[src/rtl/half_adder.sv]
// half_adder: registered array of WIDTH independent 1-bit half adders with valid flag and saturating carry counter
// Ports: clk, rst (sync active-high); a, b (WIDTH operands); in_valid qualifies a/b;
//        h (per-lane carry), l (per-lane sum), out_valid, carry_any (OR of h), carry_count (saturating)
module half_adder #(
  parameter int WIDTH = 1,
  parameter int CNT_W = 16
) (
  input  logic             clk,
  input  logic             rst,
  input  logic [WIDTH-1:0] a,
  input  logic [WIDTH-1:0] b,
  input  logic             in_valid,
  output logic [WIDTH-1:0] h,
  output logic [WIDTH-1:0] l,
  output logic             out_valid,
  output logic             carry_any,
  output logic [CNT_W-1:0] carry_count
);
  logic [WIDTH-1:0] h_q, h_d, l_q, l_d;
  logic             v_q, any_q, any_d;
  logic [CNT_W-1:0] cnt_q, cnt_d;
  always_comb begin
    h_d   = in_valid ? a & b : h_q;
    l_d   = in_valid ? a ^ b : l_q;
    any_d = in_valid ? |(a & b) : any_q;
    cnt_d = (in_valid && |(a & b) && !(&cnt_q)) ? cnt_q + CNT_W'(1) : cnt_q;
  end
  always_ff @(posedge clk) begin
    if (rst) begin
      h_q   <= '0;
      l_q   <= '0;
      any_q <= 1'b0;
      v_q   <= 1'b0;
      cnt_q <= '0;
    end else begin
      h_q   <= h_d;
      l_q   <= l_d;
      any_q <= any_d;
      v_q   <= in_valid;
      cnt_q <= cnt_d;
    end
  end
  assign h           = h_q;
  assign l           = l_q;
  assign carry_any   = any_q;
  assign out_valid   = v_q;
  assign carry_count = cnt_q;
endmodule

[config.mk]
export PLATFORM = sky130hd
export DESIGN_NAME = half_adder
export DESIGN_NICKNAME = d
export VERILOG_FILES = /design/src/rtl/half_adder.sv
export SDC_FILE = /design/constraint.sdc
export NUM_CORES = 1
export LEC_CHECK = 0
export ABC_AREA = 1
export BUFFER_PORTS_ARGS = -buffer_cell sky130_fd_sc_hd__clkbuf_2
export CORE_AREA = 5 5 55 57
export CTS_CLUSTER_SIZE = 16
export DETAILED_ROUTE_END_ITERATION = 7
export DIE_AREA = 0 0 60 62
export PLACE_DENSITY = 0.7
export RECOVER_POWER = 50
export SLEW_MARGIN = 20
export SYNTH_ARGS = -nofsm -noshare
export SYNTH_HDL_FRONTEND = slang
export SYNTH_SLANG_ARGS = --single-unit
[constraint.sdc]
create_clock -name clk -period 1.2 [get_ports clk]
set_input_delay 0.24 -clock clk [delete_from_list [all_inputs] [get_ports clk]]
set_output_delay 0.24 -clock clk [all_outputs]
set_load 0.03 [all_outputs]
==> results.ini <==
[outcome]
status = finished, violations left
violations = setup timing

[clocking]
cts_sinks = 19
ctsLongestPathBuffers = 2
cts_tree = yes
clk_latency_ns = 0.31
clk_pin_slew_worst_paths_ns = 0.11
htreeDepth = 1
cts_root_buffer = clkbuf_4
cts_buffers = 3

[route]
wirelength_mm = 3.641
drc = 0
first_iter_violations = 49
vias = 1358
drt_first_pass_iters = 4
vias_per_cell = 5.243
wl_per_cell_um = 14.06
ant_nets = 0

[yosys]
synth_ff_type = dfxtp_1
yosysTopAreaCellShare_pct = 33.44
synthTopCellsByCount = nor2_1, nand2_1, dfxtp_1
synth_warnings = 0
synth-compound-area-share_pct = 6.161
ys_types = 23
syn_inst = 172
synthSimpleGateAreaFrac_pct = 49.94
yosysMostFrequentCell = nor2_1
synth_edf_count = 0
yosysSeqAreaShare_pct = 33.44
synth_adder_area_share_pct = 2.200
synth.avg_cell_area_um2 = 6.612
netlist_area_um2 = 1137
yosysTopAreaCell = dfxtp_1
synth_area_leaders = dfxtp_1, nor2_1, nand2_1, inv_1, nand2_2
synth_top_family_by_area = simple AND/OR/NAND/NOR gates
synth_fp_nets = 179
muxShareOfSynthArea_pct = 0
synth_xor_area_share_pct = 1.540
async_flop_share_pct = 0
synth-seq-cells = 19

[placed_design]
dpl.hpwl_mm = 2.515
place_ws_ns = -0.1570
placed_area_um2 = 1558
place.gp.congestion = 0.9078
port_buffers = 24

[final_layout]
fin_nets = 237
seqCellArea_um2 = 427.9
n_fill_cell = 171
multi_input_area_um2 = 797.0
area_growth_pct = 63.37
drive_above_1_share_pct = 52.40
antenna_cells = 0
final_design_area_no_fill_um2 = 1858

[setup_path]
end_kind = flip-flop
r2r_slack_ns = -0.14
r2r-end = carry_count[3]$_SDFFE_PP0P_
arrival_ns = 1.54
path_max_fanout = 5
path_class = reg -> reg
crit_start = carry_count[1]$_SDFFE_PP0P_
start_kind = flip-flop
rr_startpoint = carry_count[1]$_SDFFE_PP0P_
reg2reg_depth = 8
crit_required_ns = 1.40

[timing]
setup_violations = 16
tightest_slew_ns = 0.2780
min_period_ns = 1.340
clock.fmax_mhz = 746.1
setup_tns_ns = -1.557
relSlewSlack_pct = 81.37
finalCritPeriodShare_pct = 111.7
finalHoldViolations = 0
maxSlewViolCount = 0
skew_ns = 0.007074
rsz0062_at_grt = yes
worst_slack_ns = -0.1404

[floorplanning]
die_area_um2 = 3720
core_area_um2 = 2432
die_height_um = 62
num_rows = 18
start_util_pct = 46.76
die_x_um = 60
ios = 25

[global_route]
grt_pass1_wl_mm = 5.940
grt_pass1_vias = 1283
grt_util_all_layers_pct = 21.54
antenna_found_initial = 0
grt_start_max_net_pins = 11
grt_overflow = 0

[pwr]
seqPwrFrac_pct = 57.0
powerDensity_nw_per_um2 = 590.4
power_uw = 1097
switching_share_pct = 27.20
p_int_uw = 798.5
ir_drop_mv = 0.5638
power.share.clock_pct = 31.6
combPwrFrac_pct = 11.4
p_leak_uw = 0.0007577
p_sw_uw = 298.4

[hold_path]
hold_depth = 2
hp-class = in -> reg
min_delay_worst_endpoint = carry_count[11]$_SDFFE_PP0P_
hold_path_startpoint = rst

[run]
maxCapViolCount = 0

kinds of logic (layout without fill, tap and decap cells):
group	Yosys count	count (layout)
buffers and inverters	19	75
flip-flops	19	19
XOR/XNOR	2	2
adder cells (fa/ha/maj)	2	2
AND/OR/NAND/NOR	116	117
AO/OA/AOI/OAI	14	14
through the flow:
stage	util, %	hold slack (ns)	std cells
after floorplan	-	0.2994	172
after global placement	64.04	0.4674	249
after detailed placement	64.04	0.4760	249
after CTS	71.91	0.1577	255
after global routing	76.39	0.1664	259
final	76.39	0.1730	259
cells in the final DEF (no fill, tap or decap), types with 2 or more instances in the layout:
master,count
nand2_1,35
nor2_1,29
buf_4,19
inv_1,15
buf_8,12
nor2_2,11
dfxtp_4,11
nand2_2,10
buf_6,10
nand3_1,9
clkbuf_2,9
nor2_4,8
a21oi_2,7
dfxtp_2,5
clkbuf_4,5
nand4_1,4
o21ai_0,3
nand3_2,3
dfxtp_1,3
inv_2,2
nand3_4,2
o21ai_1,2
nor3_1,2
nor3_2,2
a21oi_1,2
buf_2,2
layer usage:
metal  vias up  part of all wire, %  GRT usage, %
li1        661                    -             -
met1       627                   40         26.78
met2        58                   50         37.19
met3        12                  7.6         4.132
met4         0                  2.4         7.595
met5         -                    0             0
area by class of cell:
class / instances / area share [%]
multi-input cells: 135 / 42.90
well taps: 30 / 2.020
clock buffers: 4 / 1.414
repair buffers: 54 / 27.21
inverters: 17 / 3.434
flip-flops and latches: 19 / 23.03
critical path, cell delays in order, from the launching register on:
cell	delay, ns
dfxtp_4	0.39
ha_4	0.16
nand2_2	0.07
nor2_4	0.09
nand2_2	0.08
nor2_4	0.20
nor2_2	0.04
o21ai_1	0.14
nor2_1	0.06
how the worst max path moves through the flow:
stage	end	slack [ns]	depth (start not counted)
after floorplan	carry_count[1]$_SDFFE_PP0P_	-0.08	8
after global placement	carry_count[9]$_SDFFE_PP0P_	-0.09	6
after detailed placement	carry_count[13]$_SDFFE_PP0P_	-0.16	9
after CTS	carry_count[4]$_SDFFE_PP0P_	-0.12	7
final	carry_count[3]$_SDFFE_PP0P_	-0.14	8
after global routing	carry_count[7]$_SDFFE_PP0P_	-0.22	8
what timing repair did:
action | in CTS | in global routing
cloned | 1 | 0
resized for setup | 36 | 38
setup buffers | 1 | 7
pin swaps | 16 | 9
hold buffers | 0 | 0
endpoints found under the setup margin | 28 | 31
endpoints found under the hold margin | 0 | 0
power groups by stage:
stage	Combinational, uW	Sequential (uW)	Clock [uW]
floorplan	41.9	669	0
global placement	109	650	0
detailed placement	110	651	0
CTS	116	636	349
global route	136	627	394
finish	125	625	347
registers in the layout, indices dropped and copies added (netlist names):
name	count
l	1
carry_any	1
carry_count	16
out_valid	1
(Power assumes the default switching activity.)
